===== src/rtl/router_register_if.sv =====
// Data/control bundle between the router FSM + input port (master) and the
// router register stage (slave).
interface router_register_if;
  logic       pkt_valid;
  logic [7:0] data_in;
  logic       fifo_full;
  logic       rst_int_reg;
  logic       detect_add;
  logic       lfd_state;
  logic       ld_state;
  logic       full_state;
  logic       laf_state;
  logic [7:0] dout;
  logic       parity_done;
  logic       low_pkt_valid;
  logic       err;

  modport master (
    output pkt_valid, data_in, fifo_full, rst_int_reg,
           detect_add, lfd_state, ld_state, full_state, laf_state,
    input  dout, parity_done, low_pkt_valid, err
  );

  modport slave (
    input  pkt_valid, data_in, fifo_full, rst_int_reg,
           detect_add, lfd_state, ld_state, full_state, laf_state,
    output dout, parity_done, low_pkt_valid, err
  );
endinterface


===== src/rtl/router_register.sv =====
// Router data-path register: latches the header, stages bytes to the FIFOs,
// parks a byte while the FIFO is full and checks the packet's XOR parity.
module router_register (
  input  logic             clock,
  input  logic             resetn,
  router_register_if.slave bus
);

  logic [7:0] hdr;
  logic [7:0] full_byte;
  logic [7:0] int_parity;
  logic [7:0] pkt_parity;
  logic [7:0] dout;
  logic       parity_done;
  logic       low_pkt_valid;
  logic       err;

  logic hdr_load;
  logic parity_byte;
  logic set_parity_done;

  // Address 3 does not name a FIFO, so such a header is never latched.
  assign hdr_load    = bus.detect_add && bus.pkt_valid && (bus.data_in[1:0] != 2'b11);
  assign parity_byte = bus.ld_state && !bus.pkt_valid;

  // Parity is done either when the parity byte goes straight through, or when
  // it was parked during a full FIFO and is replayed in LOAD_AFTER_FULL.
  assign set_parity_done = (parity_byte && !bus.fifo_full) ||
                           (bus.laf_state && low_pkt_valid && !parity_done);

  // NOTE: state registers use non-blocking assignments so every register sees
  // the pre-edge value of its neighbours, and all of them clear on the
  // asynchronous reset rather than waiting for a clock edge.
  always_ff @(posedge clock or negedge resetn) begin
    if (!resetn) begin
      hdr <= '0;
    end else if (hdr_load) begin
      hdr <= bus.data_in;
    end
  end

  always_ff @(posedge clock or negedge resetn) begin
    if (!resetn) begin
      dout      <= '0;
      full_byte <= '0;
    end else if (bus.lfd_state) begin
      dout <= hdr;
    end else if (bus.ld_state && !bus.fifo_full) begin
      dout <= bus.data_in;
    end else if (bus.ld_state && bus.fifo_full) begin
      full_byte <= bus.data_in;
    end else if (bus.laf_state) begin
      dout <= full_byte;
    end
  end

  // The parked byte was already folded in during LOAD_DATA, so neither
  // FIFO_FULL_STATE nor its replay touches the running parity.
  always_ff @(posedge clock or negedge resetn) begin
    if (!resetn) begin
      int_parity <= '0;
    end else if (bus.detect_add) begin
      int_parity <= '0;
    end else if (bus.lfd_state) begin
      int_parity <= int_parity ^ hdr;
    end else if (bus.ld_state && bus.pkt_valid && !bus.full_state) begin
      int_parity <= int_parity ^ bus.data_in;
    end
  end

  always_ff @(posedge clock or negedge resetn) begin
    if (!resetn) begin
      pkt_parity <= '0;
    end else if (bus.detect_add) begin
      pkt_parity <= '0;
    end else if (parity_byte) begin
      pkt_parity <= bus.data_in;
    end
  end

  always_ff @(posedge clock or negedge resetn) begin
    if (!resetn) begin
      low_pkt_valid <= 1'b0;
    end else if (bus.rst_int_reg) begin
      low_pkt_valid <= 1'b0;
    end else if (parity_byte) begin
      low_pkt_valid <= 1'b1;
    end
  end

  always_ff @(posedge clock or negedge resetn) begin
    if (!resetn) begin
      parity_done <= 1'b0;
    end else if (bus.detect_add) begin
      parity_done <= 1'b0;
    end else if (set_parity_done) begin
      parity_done <= 1'b1;
    end
  end

  // err compares the registered parities, so it trails parity_done by a clock.
  always_ff @(posedge clock or negedge resetn) begin
    if (!resetn) begin
      err <= 1'b0;
    end else if (bus.detect_add) begin
      err <= 1'b0;
    end else if (parity_done) begin
      err <= (int_parity != pkt_parity);
    end
  end

  assign bus.dout          = dout;
  assign bus.parity_done   = parity_done;
  assign bus.low_pkt_valid = low_pkt_valid;
  assign bus.err           = err;

endmodule


===== src/flat_wrapper.sv =====
// flat-port wrapper written by rule: the top's interface ports become plain ports
module router_register_flat 
  (clock, resetn, bus_pkt_valid, bus_data_in, bus_fifo_full, bus_rst_int_reg, bus_detect_add, bus_lfd_state, bus_ld_state, bus_full_state, bus_laf_state, bus_dout, bus_parity_done, bus_low_pkt_valid, bus_err);
  router_register_if bus_i ();
  input  logic clock;
  input  logic resetn;
  input wire logic [$bits(bus_i.pkt_valid)-1:0] bus_pkt_valid;
  input wire logic [$bits(bus_i.data_in)-1:0] bus_data_in;
  input wire logic [$bits(bus_i.fifo_full)-1:0] bus_fifo_full;
  input wire logic [$bits(bus_i.rst_int_reg)-1:0] bus_rst_int_reg;
  input wire logic [$bits(bus_i.detect_add)-1:0] bus_detect_add;
  input wire logic [$bits(bus_i.lfd_state)-1:0] bus_lfd_state;
  input wire logic [$bits(bus_i.ld_state)-1:0] bus_ld_state;
  input wire logic [$bits(bus_i.full_state)-1:0] bus_full_state;
  input wire logic [$bits(bus_i.laf_state)-1:0] bus_laf_state;
  output wire logic [$bits(bus_i.dout)-1:0] bus_dout;
  output wire logic [$bits(bus_i.parity_done)-1:0] bus_parity_done;
  output wire logic [$bits(bus_i.low_pkt_valid)-1:0] bus_low_pkt_valid;
  output wire logic [$bits(bus_i.err)-1:0] bus_err;
  assign bus_i.pkt_valid = bus_pkt_valid;
  assign bus_i.data_in = bus_data_in;
  assign bus_i.fifo_full = bus_fifo_full;
  assign bus_i.rst_int_reg = bus_rst_int_reg;
  assign bus_i.detect_add = bus_detect_add;
  assign bus_i.lfd_state = bus_lfd_state;
  assign bus_i.ld_state = bus_ld_state;
  assign bus_i.full_state = bus_full_state;
  assign bus_i.laf_state = bus_laf_state;
  assign bus_dout = bus_i.dout;
  assign bus_parity_done = bus_i.parity_done;
  assign bus_low_pkt_valid = bus_i.low_pkt_valid;
  assign bus_err = bus_i.err;
  router_register u_core (.clock(clock), .resetn(resetn), .bus(bus_i));
endmodule

===== config.mk =====
export PLATFORM = sky130hd
export DESIGN_NAME = router_register_flat
export DESIGN_NICKNAME = d
export VERILOG_FILES = /design/src/rtl/router_register_if.sv /design/src/rtl/router_register.sv /design/src/flat_wrapper.sv
export SDC_FILE = /design/constraint.sdc
export NUM_CORES = 1
export LEC_CHECK = 0
export ABC_AREA = 0
export CELL_PAD_IN_SITES_DETAIL_PLACEMENT = 0
export CELL_PAD_IN_SITES_GLOBAL_PLACEMENT = 1
export CORE_UTILIZATION = 43
export CTS_CLUSTER_SIZE = 20
export DETAILED_ROUTE_END_ITERATION = 12
export PLACE_DENSITY_LB_ADDON = 0.1
export SLEW_MARGIN = 15
export SYNTH_ARGS = -nofsm -noshare
export SYNTH_HDL_FRONTEND = slang
export SYNTH_SLANG_ARGS = --single-unit

===== constraint.sdc =====
create_clock -name clock -period 1.2 [get_ports clock]
set_input_delay 0.18 -clock clock [delete_from_list [all_inputs] [get_ports clock]]
set_output_delay 0.18 -clock clock [all_outputs]
set_load 0.02 [all_outputs]

## Word-level counts from Yosys, hierarchy flattened

Cells that the tools add are included.

- Eq/ne operators: 3
- Muxes and demuxes: 15
- Reduce and logical (&&, ||, !) cells: 23
- Bitwise logic cells: 4

Operator list:

| kind | number |
|---|---|
| $mux W8 | 9 |
| $xor A8 B8 Y8 | 2 |
| $logic_and A1 B1 Y1 | 10 |
| $ne A8 B8 Y1 | 1 |
| $reduce_bool A2 Y1 | 4 |
| $mux W1 | 6 |
| $reduce_bool A3 Y1 | 2 |
| $logic_not A1 Y1 | 4 |
| $ne A3 B2 Y1 const B | 1 |
| $reduce_and A3 Y1 | 1 |
| $ne A2 B2 Y1 const B | 1 |
| $not A1 Y1 | 2 |
| $reduce_and A2 Y1 | 1 |
| $logic_or A1 B1 Y1 | 1 |

- Output and inout bits: 11
- Logic and storage cells: 53
- Flip-flop bits (word level): 43
- Input port bits: 18

## Longest topological paths before layout

Gate-level depths: netlist of the first run.

- Word-level depth: 6
- Gate-level depth with buffers: 6
- Gate-level depth less buffers: 4

## Worst setup path after synthesis of the first run

No wires, ideal clock.

- Path type: input-to-reg
- Start: input bus_lfd_state
- End: register u_core.full_byte[0]
- Setup time: 125 ps
- Arrival: 996 ps
- Setup slack: 80 ps
- Cell stages on the path: 3
- Buffers on the path: 1
- Required time: 1075 ps
- Path through: buf_4 -> nand3b_1 -> mux2_2

- Word-level cells in the longest chain between the ends: 2

RTL lines:

| what | line | RTL |
|---|---|---|
| from (decl) | flat_wrapper.sv:12 | `input wire logic [$bits(bus_i.lfd_state)-1:0] bus_lfd_state;` |
| $not A1 Y1 (no source line) | -- |  |
| $reduce_and A3 Y1 (no source line) | -- |  |
| to (signal assigned) | router_register.sv:51 | `full_byte <= bus.data_in;` |
| to (decl) | router_register.sv:10 | `logic [7:0] full_byte;` |

No other way between the ends.
A chain may end at the register's enable or synchronous reset.

## Worst setup path after layout of the first run

- Start: input bus_pkt_valid
- End: register u_core.int_parity[6]

- Word-level cells in the longest chain between the ends: 3

RTL lines:

| what | line | RTL |
|---|---|---|
| from (decl) | flat_wrapper.sv:7 | `input wire logic [$bits(bus_i.pkt_valid)-1:0] bus_pkt_valid;` |
| $logic_and A1 B1 Y1 (2 in series) | router_register.sv:66 | `end else if (bus.ld_state && bus.pkt_valid && !bus.full_state) begin` |
| $reduce_bool A3 Y1 (no source line) | -- |  |
| to (signal assigned) | router_register.sv:65 | `int_parity <= int_parity ^ hdr;` |
| to (signal assigned) | router_register.sv:67 | `int_parity <= int_parity ^ bus.data_in;` |
| to (decl) | router_register.sv:11 | `logic [7:0] int_parity;` |

No other way between the ends.

==> impl_results.md, run 1 <==
- Type of element capturing the critical path: flip-flop
- Worst-case headroom to the max-slew limit: 81.5%
- Maximum number of pins on one net before global-route repair: 44
- Worst Path Required: 1380 ps
- Residual DRC: 1
- Area overhead of the layout relative to synthesis: 36.9%
- Combinational Power Share: 24.2%
- Area enclosed by the die boundary: 5100 sq um
- CP top delay family: buffers and inverters
- Post-synthesis compound-gate area fraction: 7.19%
- Number of failing setup endpoints in the final timing report: 0
- Violations in the final reports: design-rule violations
- # port buffers: 28
- Ant. Diodes: 0
- Number of detailed-route iterations in the first pass: 7
- Die extent in x: 71.4 microns
- Final hold violation count: 0
- Synth async-reset ratio: 100%
- Antenna violations before repair: 0
- CTS max path bufs: 2
- Starting density of the core: 46.0%
- Number of instances on the worst hold path: 3
- Footprint of the multi-input gates: 962 sq um
- Switching portion of total power: 26.5%
- Number of buffers added by the clock tree synthesis step: 5
- Number of vias per cell after detailed routing: 5.07
- Min-Delay Path Class: in2reg
- Register area: 1080 sq um
- Routability-driven placement congestion ratio: 0.827
- Arrival time reported for the critical path endpoint: 1360 ps
- Post-synthesis average cell area: 11.1 sq um
- Remaining Overflow, GRT: 0
- Clock tree skew after final layout: 5.11 ps
- Synth Area in XOR/XNOR: 6.77%
- CP Cell Sequence: clkdlybuf4s50_1, nand3b_1, buf_4, a21oi_1, xnor2_1, nor2_1
- Number of antenna-violating nets in the routed design: 0
- Number of top-level design ports: 29
- Post-synth top area share: 52.0%
- Layout Nets: 270
- Distinct cell type count after synthesis: 25
- Worst Path Max Fanout: 8
- Count of warnings emitted by yosys: 0
- Top post-synthesis cells by area: dfrtp_1 52%, mux2_2 8.7%, mux2i_1 7.7%
- Sequential-to-total area share from yosys stat: 52.0%
- Final worst path period share: 98.5%
- EDFF count, synth: 0
- Area of the placeable core: 4500 sq um
- GRT Resource Usage Total: 20.7%
- Post-Route Hold Slack: 283 ps
- Syn nets: 205
- Power per Cell Area: 1460 nW/um^2
- Post-detail-place hpwl: 3430 microns
- Count of placed standard cells in the final layout, fillers left out: 305
- Critical path start-end classification: in2reg
- WL/cell: 14.9 microns
- Root buffer selected by CTS: clkbuf_8
- H-tree level count: 2
- Simple-gate share of the synthesized area: 11.6%
- Slew at the pin closest to its max-slew limit: 275 ps
- Largest incremental delay on the critical path: 500 ps
- Clock latency of the later-clocked register in the worst-skew pair: 290 ps
- First-pass GRT wire length: 7870 microns
- Mux contribution to synthesized area: 19.7%
- Post-synthesis adder-cell area fraction: 0%
- Net switching power figure: 1.10 mW
- Fillers: 390
- Number of global-route vias before repair: 1676
- Maximum clock frequency: 846 MHz
- Max_cap viols: 0
- Number of core rows: 24
- Sum of routed wire length over all layers: 4540 microns
- Clock sink count: 43
- Combinational family with the most area after synthesis: multiplexers
- Outcome: finished, violations left
- Category of the worst setup path launch point: primary input
- Part of the power in the clock network: 32.0%
- Fin crit period: 1180 ps
- Worst Path Buf+Inv: 2
- Internal: 3.04 mW
- Ratio of cells with drive above 1 in the final layout: 26.5%
- Register-to-Register Path Depth: 4
- Most frequent cells in the layout: 43 x dfrtp_1, 33 x buf_4, 25 x nand2_1
- Most used flip-flop cell after synthesis: dfrtp_1
- Levels on crit path: 6
- Flop and latch count out of synthesis: 43
- Vias after detailed routing: 1545
- Cell type with the highest aggregate area in the netlist: dfrtp_1
- Synthesized instance count: 187
- Total leakage power: 1.30 nW
- Max IR drop VDD: 927 uV
- Leading cell type in the layout, fill and taps excluded: dfrtp_1
- Final Max Tran Viols: 0
- Post-placement cell count: 294
- Detailed router's first-iteration violation count: 76
- Cell Area, Synth: 2070 sq um
- Die boundary height: 71.4 microns
- Clock tree from TritonCTS: done
- RSZ-0062 raised after global routing: yes
- Cell with the largest stage delay on the worst path: clkdlybuf4s50_1
- Share of total power in sequential cells: 43.8%
- Worst-path clk slew: 80 ps
-- stage by stage --
| step | setup TNS [ps] | instance area [sq um] | utilization (%) | power, mW | worst slack [ps] |
|---|---|---|---|---|---|
| floorplan | 0 | 2070 | - | 2.37 | 79.7 |
| global placement | -13950 | 2650 | 58.9 | 2.83 | -466 |
| detailed placement | -15000 | 2650 | 58.9 | 2.86 | -528 |
| CTS | 0 | 2820 | 62.6 | 4.16 | 2.45 |
| global route | -138 | 2830 | 62.9 | 4.35 | -51.3 |
| finish | 0 | 2830 | 62.9 | 4.14 | 18.5 |
-- state kept, by name, indices dropped and copies added (netlist names) --
signal,flops
u_core.bus.dout,8
u_core.bus.err,1
u_core.bus.low_pkt_valid,1
u_core.bus.parity_done,1
u_core.full_byte,8
u_core.hdr,8
u_core.int_parity,8
u_core.pkt_parity,8
-- power groups by stage --
stage          sequential [mW]  clock (mW)  combinational, mW
2_1_floorplan             1.89           0              0.482
3_3_place_gp              1.83           0              0.999
3_5_place_dp              1.84           0               1.02
4_1_cts                   1.81        1.35               1.01
5_1_grt                   1.84        1.42               1.10
6_report                  1.81        1.32               1.00
-- metal layers --
metal | global-route usage [%] | part of all wire, %
met2 | 35.1 | 50
met5 | 0 | 0
met1 | 25.4 | 45
met3 | 4.36 | 2.8
met4 | 9.33 | 2.6
-- worst paths after layout --
check | start | end | slack [ps]
worst max-delay path | bus_pkt_valid | u_core.int_parity[6]$_DFFE_PN0P_ | 20
worst min-delay path | bus_detect_add | u_core.pkt_parity[0]$_DFFE_PN0P_ | 280
worst max register to register | u_core.int_parity[1]$_DFFE_PN0P_ | u_core.bus.err$_DFFE_PN0P_ | 30
worst min register to register | u_core.bus.dout[0]$_DFFE_PN0P_ | u_core.bus.dout[0]$_DFFE_PN0P_ | 490
max in group asynchronous | resetn | u_core.pkt_parity[5]$_DFFE_PN0P_ | 610
min in group asynchronous | resetn | u_core.hdr[7]$_DFFE_PN0P_ | 380
-- worst reg2reg max path, delay by kind of cell, from the launching register on --
kind,cells,cell delay [ps]
AOI/OAI and AO/OA,1,120
xor gates and xnor gates,1,180
DFF,1,400
and+or+nand+nor,2,360
-- logic make-up after synthesis --
| family | Yosys count |
|---|---|
| mux | 38 |
| xor+xnor | 16 |
| compound gates | 28 |
| simple gates | 54 |
| flops | 43 |
| buf+inv | 8 |
-- synthesized netlist by cell type, types with 2 or more instances --
library cell  number
a21oi_1           16
buf_6              3
clkbuf_1           2
dfrtp_1           43
mux2_1             6
mux2_2            16
mux2i_1           16
nand2_1           25
nand2b_1           2
nand3b_1           2
nor2_1            19
nor2b_1            3
o21ai_1            8
xnor2_1           13
xor2_1             3
-- repair_timing --
action	CTS	global route
buffers inserted	2	0
resized for setup	22	12
hold buffers	1	0
endpoints found under the hold margin	43	0
pin swaps	1	0
endpoints found under the setup margin	42	20
-- layout make-up --
cell class                 count  share of cell area (%)
clock buffer                   6                    2.56
clock inverter                 2                    2.12
multi-input combinational    136                    34.0
sequential                    43                    38.0
tap                           52                    2.30
timing repair buffer          66                    21.1
No activity file was read; power rests on OpenSTA's default activity.
==> run 2, diff against run 1 <==
--- a/config.mk
+++ b/config.mk
@@ -8,7 +8,8 @@
 export ABC_AREA = 0
 export CELL_PAD_IN_SITES_DETAIL_PLACEMENT = 0
 export CELL_PAD_IN_SITES_GLOBAL_PLACEMENT = 1
-export CORE_UTILIZATION = 43
+export CORE_UTILIZATION = 44
+export CTS_BUF_LIST = sky130_fd_sc_hd__clkbuf_8
 export CTS_CLUSTER_SIZE = 20
 export DETAILED_ROUTE_END_ITERATION = 12
 export PLACE_DENSITY_LB_ADDON = 0.1
==> impl_results.md, run 2 (same netlist as run 1, synthesis figures left out) <==
- Instance area at placement: 2660 sq um (was 2650 sq um)
- Clock tree from TritonCTS: done (unchanged)
- Number of failing setup endpoints in the final timing report: 0 (unchanged)
- Number of detailed-route iterations in the first pass: 8 (was 7)
- Die boundary height: 70.6 microns (was 71.4 microns)
- Clock tree skew after final layout: 9.72 ps (was 5.11 ps)
- GRT Resource Usage Total: 21.2% (was 20.7%)
- Fin crit period: 1200 ps (was 1180 ps)
- RSZ-0062 raised after global routing: yes (unchanged)
- First-pass GRT wire length: 7940 microns (was 7870 microns)
- Post-detail-place hpwl: 3470 microns (was 3430 microns)
- Layout Nets: 268 (was 270)
- Leading cell type in the layout, fill and taps excluded: dfrtp_1 (unchanged)
- Slew at the pin closest to its max-slew limit: 387 ps (was 275 ps)
- Die extent in x: 70.6 microns (was 71.4 microns)
- Number of core rows: 24 (unchanged)
- Vias after detailed routing: 1541 (was 1545)
- Most frequent cells in the layout: 43 x dfrtp_1, 31 x buf_4, 25 x nand2_1 (was 43 x dfrtp_1, 33 x buf_4, 25 x nand2_1)
- Worst-case headroom to the max-slew limit: 74.2% (was 81.5%)
- Max_cap viols: 0 (unchanged)
- Largest incremental delay on the critical path: 410 ps (was 500 ps)
- Arrival time reported for the critical path endpoint: 1370 ps (was 1360 ps)
- Area overhead of the layout relative to synthesis: 35.3% (was 36.9%)
- Maximum number of pins on one net before global-route repair: 44 (unchanged)
- Finished layout cell area: 2800 sq um (was 2830 sq um)
- H-tree level count: 2 (unchanged)
- Number of antenna-violating nets in the routed design: 0 (unchanged)
- Number of global-route vias before repair: 1684 (was 1676)
- Fillers: 381 (was 390)
- CP top delay family: flip-flops (was buffers and inverters)
- CTS max path bufs: 2 (unchanged)
- CP Cell Sequence: xnor2_2, nand4_1, nor4_2, a31oi_1 (was clkdlybuf4s50_1, nand3b_1, buf_4, a21oi_1, xnor2_1, nor2_1)
- Number of top-level design ports: 29 (unchanged)
- Number of vias per cell after detailed routing: 5.10 (was 5.07)
- Register-to-register path setup slack: 1 ps (was 30 ps)
- Root buffer selected by CTS: clkbuf_8 (unchanged)
- Final hold violation count: 0 (unchanged)
- Type of element capturing the critical path: flip-flop (unchanged)
- WL/cell: 15.2 microns (was 14.9 microns)
- Ant. Diodes: 0 (unchanged)
- Routing usage on met2: 36.5% (was 35.1%)
- Global-route track usage on met1: 27.3% (was 25.4%)
- Routability-driven placement congestion ratio: 0.752 (was 0.827)
- Detailed router's first-iteration violation count: 53 (was 76)
- Final core utilization: 63.0% (was 62.9%)
- Area enclosed by the die boundary: 4980 sq um (was 5100 sq um)
- Residual DRC: 4 (was 1)
- Ratio of cells with drive above 1 in the final layout: 28.0% (was 26.5%)
- Violations in the final reports: design-rule violations (unchanged)
- Final worst path period share: 99.9% (was 98.5%)
- Min-Delay Path Class: in2async (was in2reg)
- Maximum clock frequency: 834 MHz (was 846 MHz)
- Antenna violations before repair: 0 (unchanged)
- Area of the placeable core: 4440 sq um (was 4500 sq um)
- Outcome: finished, violations left (unchanged)
- Number of buffers added by the clock tree synthesis step: 5 (unchanged)
- Critical path start-end classification: reg2reg (was in2reg)
- Category of the worst setup path launch point: flip-flop (was primary input)
- Met3 layer usage reported by global route: 4.84% (was 4.36%)
- Starting density of the core: 46.6% (was 46.0%)
- Worst Path Buf+Inv: 0 (was 2)
- Max IR drop VDD: 742 uV (was 927 uV)
- Cell with the largest stage delay on the worst path: dfrtp_1 (was clkdlybuf4s50_1)
- Worst Path Max Fanout: 2 (was 8)
- Final Max Tran Viols: 0 (unchanged)
- # port buffers: 28 (unchanged)
- Busiest layer in global routing: met2 (unchanged)
- Total leakage power: 1.29 nW (was 1.30 nW)
- Worst Path Required: 1370 ps (was 1380 ps)
- Power per Cell Area: 1390 nW/um^2 (was 1460 nW/um^2)
- Sum of routed wire length over all layers: 4580 microns (was 4540 microns)
- Accumulated negative setup slack: 0 ps (unchanged)
- Remaining Overflow, GRT: 0 (unchanged)
- Clock sink count: 43 (unchanged)
- Clock latency of the later-clocked register in the worst-skew pair: 300 ps (was 290 ps)
- Worst-path clk slew: 80 ps (about the same)
## run 2: cell types whose count changed in the layout (fill, tap and decap cells not counted), sizes merged
| cell | change |
|---|---|
| buf | -2 |
| bufinv | -1 |
| clkbuf | +1 |
| clkdlybuf4s15 | -1 |
| clkdlybuf4s50 | -1 |
| inv | +1 |
## run 2: report_power, final
part           total, mW  internal [mW]  switching, mW  leakage, nW
combinational       1.00          0.542          0.460        0.694
sequential          1.81           1.67          0.145        0.539
clock               1.07          0.602          0.468       0.0554
total               3.89           2.81           1.07         1.29
## run 2: worst register-to-register path, cell delays in order (launching register included)
cell and delay, ps:
dfrtp_1 410, xnor2_2 190, nand4_1 130, nor4_2 220, a31oi_1 130
## run 2: layout make-up
| type | count | area [sq um] | share of cell area, % |
|---|---|---|---|
| clock inverter | 2 | 33.8 | 1.21 |
| clock buffer | 5 | 68.8 | 2.46 |
| sequential | 43 | 1080 | 38.4 |
| timing repair buffer | 64 | 582 | 20.8 |
| tap | 52 | 65.1 | 2.32 |
| multi-input combinational | 136 | 976 | 34.8 |
## run 2: per-stage QoR
| step | power, mW | setup slack [ps] | hold slack [ps] | cells |
|---|---|---|---|---|
| 6_report | 3.89 | 1.36 | 402 | 302 |
| 5_1_grt | 4.12 | -93.3 | 406 | 302 |
| 4_1_cts | 3.92 | 0.882 | 408 | 302 |
| 3_5_place_dp | 2.87 | -536 | 182 | 293 |
| 3_3_place_gp | 2.83 | -459 | 168 | 293 |
| 2_1_floorplan | 2.37 | 79.7 | -116 | 187 |
## run 2: worst paths after layout
| kind | startpoint | to | depth (start not counted) |
|---|---|---|---|
| setup / recovery | u_core.int_parity[1]$_DFFE_PN0P_ | u_core.bus.err$_DFFE_PN0P_ | 4 |
| hold / removal | resetn | u_core.full_byte[6]$_DFFE_PN0P_ | 3 |
| setup reg to reg | u_core.int_parity[1]$_DFFE_PN0P_ | u_core.bus.err$_DFFE_PN0P_ | 4 |
| hold reg to reg | u_core.bus.dout[3]$_DFFE_PN0P_ | u_core.bus.dout[3]$_DFFE_PN0P_ | 2 |
| max in group asynchronous | resetn | u_core.hdr[1]$_DFFE_PN0P_ | 3 |
| min in group clock | bus_pkt_valid | u_core.hdr[0]$_DFFE_PN0P_ | 5 |
## run 2: per-layer routing
metal  vias up  part of all wire [%]  wire length (microns)
li1        761                     -                      -
met1       749                    45                   2050
met2        26                    51                   2350
met3         5                   3.0                    139
met4         0                   1.0                     46
met5         -                     0                      0
## run 2: repair_timing
| item | CTS | global route |
|---|---|---|
| resized for setup | 21 | 18 |
| setup endpoints to repair | 36 | 25 |
| hold buffers | 1 | 0 |
| endpoints found under the hold margin | 43 | 0 |
| buffers inserted | 1 | 0 |
| pin swaps | 1 | 0 |
==> run 3, diff against run 2 <==
--- a/config.mk
+++ b/config.mk
@@ -6,6 +6,7 @@
 export NUM_CORES = 1
 export LEC_CHECK = 0
 export ABC_AREA = 0
+export CAP_MARGIN = 10
 export CELL_PAD_IN_SITES_DETAIL_PLACEMENT = 0
 export CELL_PAD_IN_SITES_GLOBAL_PLACEMENT = 1
 export CORE_UTILIZATION = 44
==> results of run 3 <==
Final layout, timing and power as in run 2 (identical DEF).
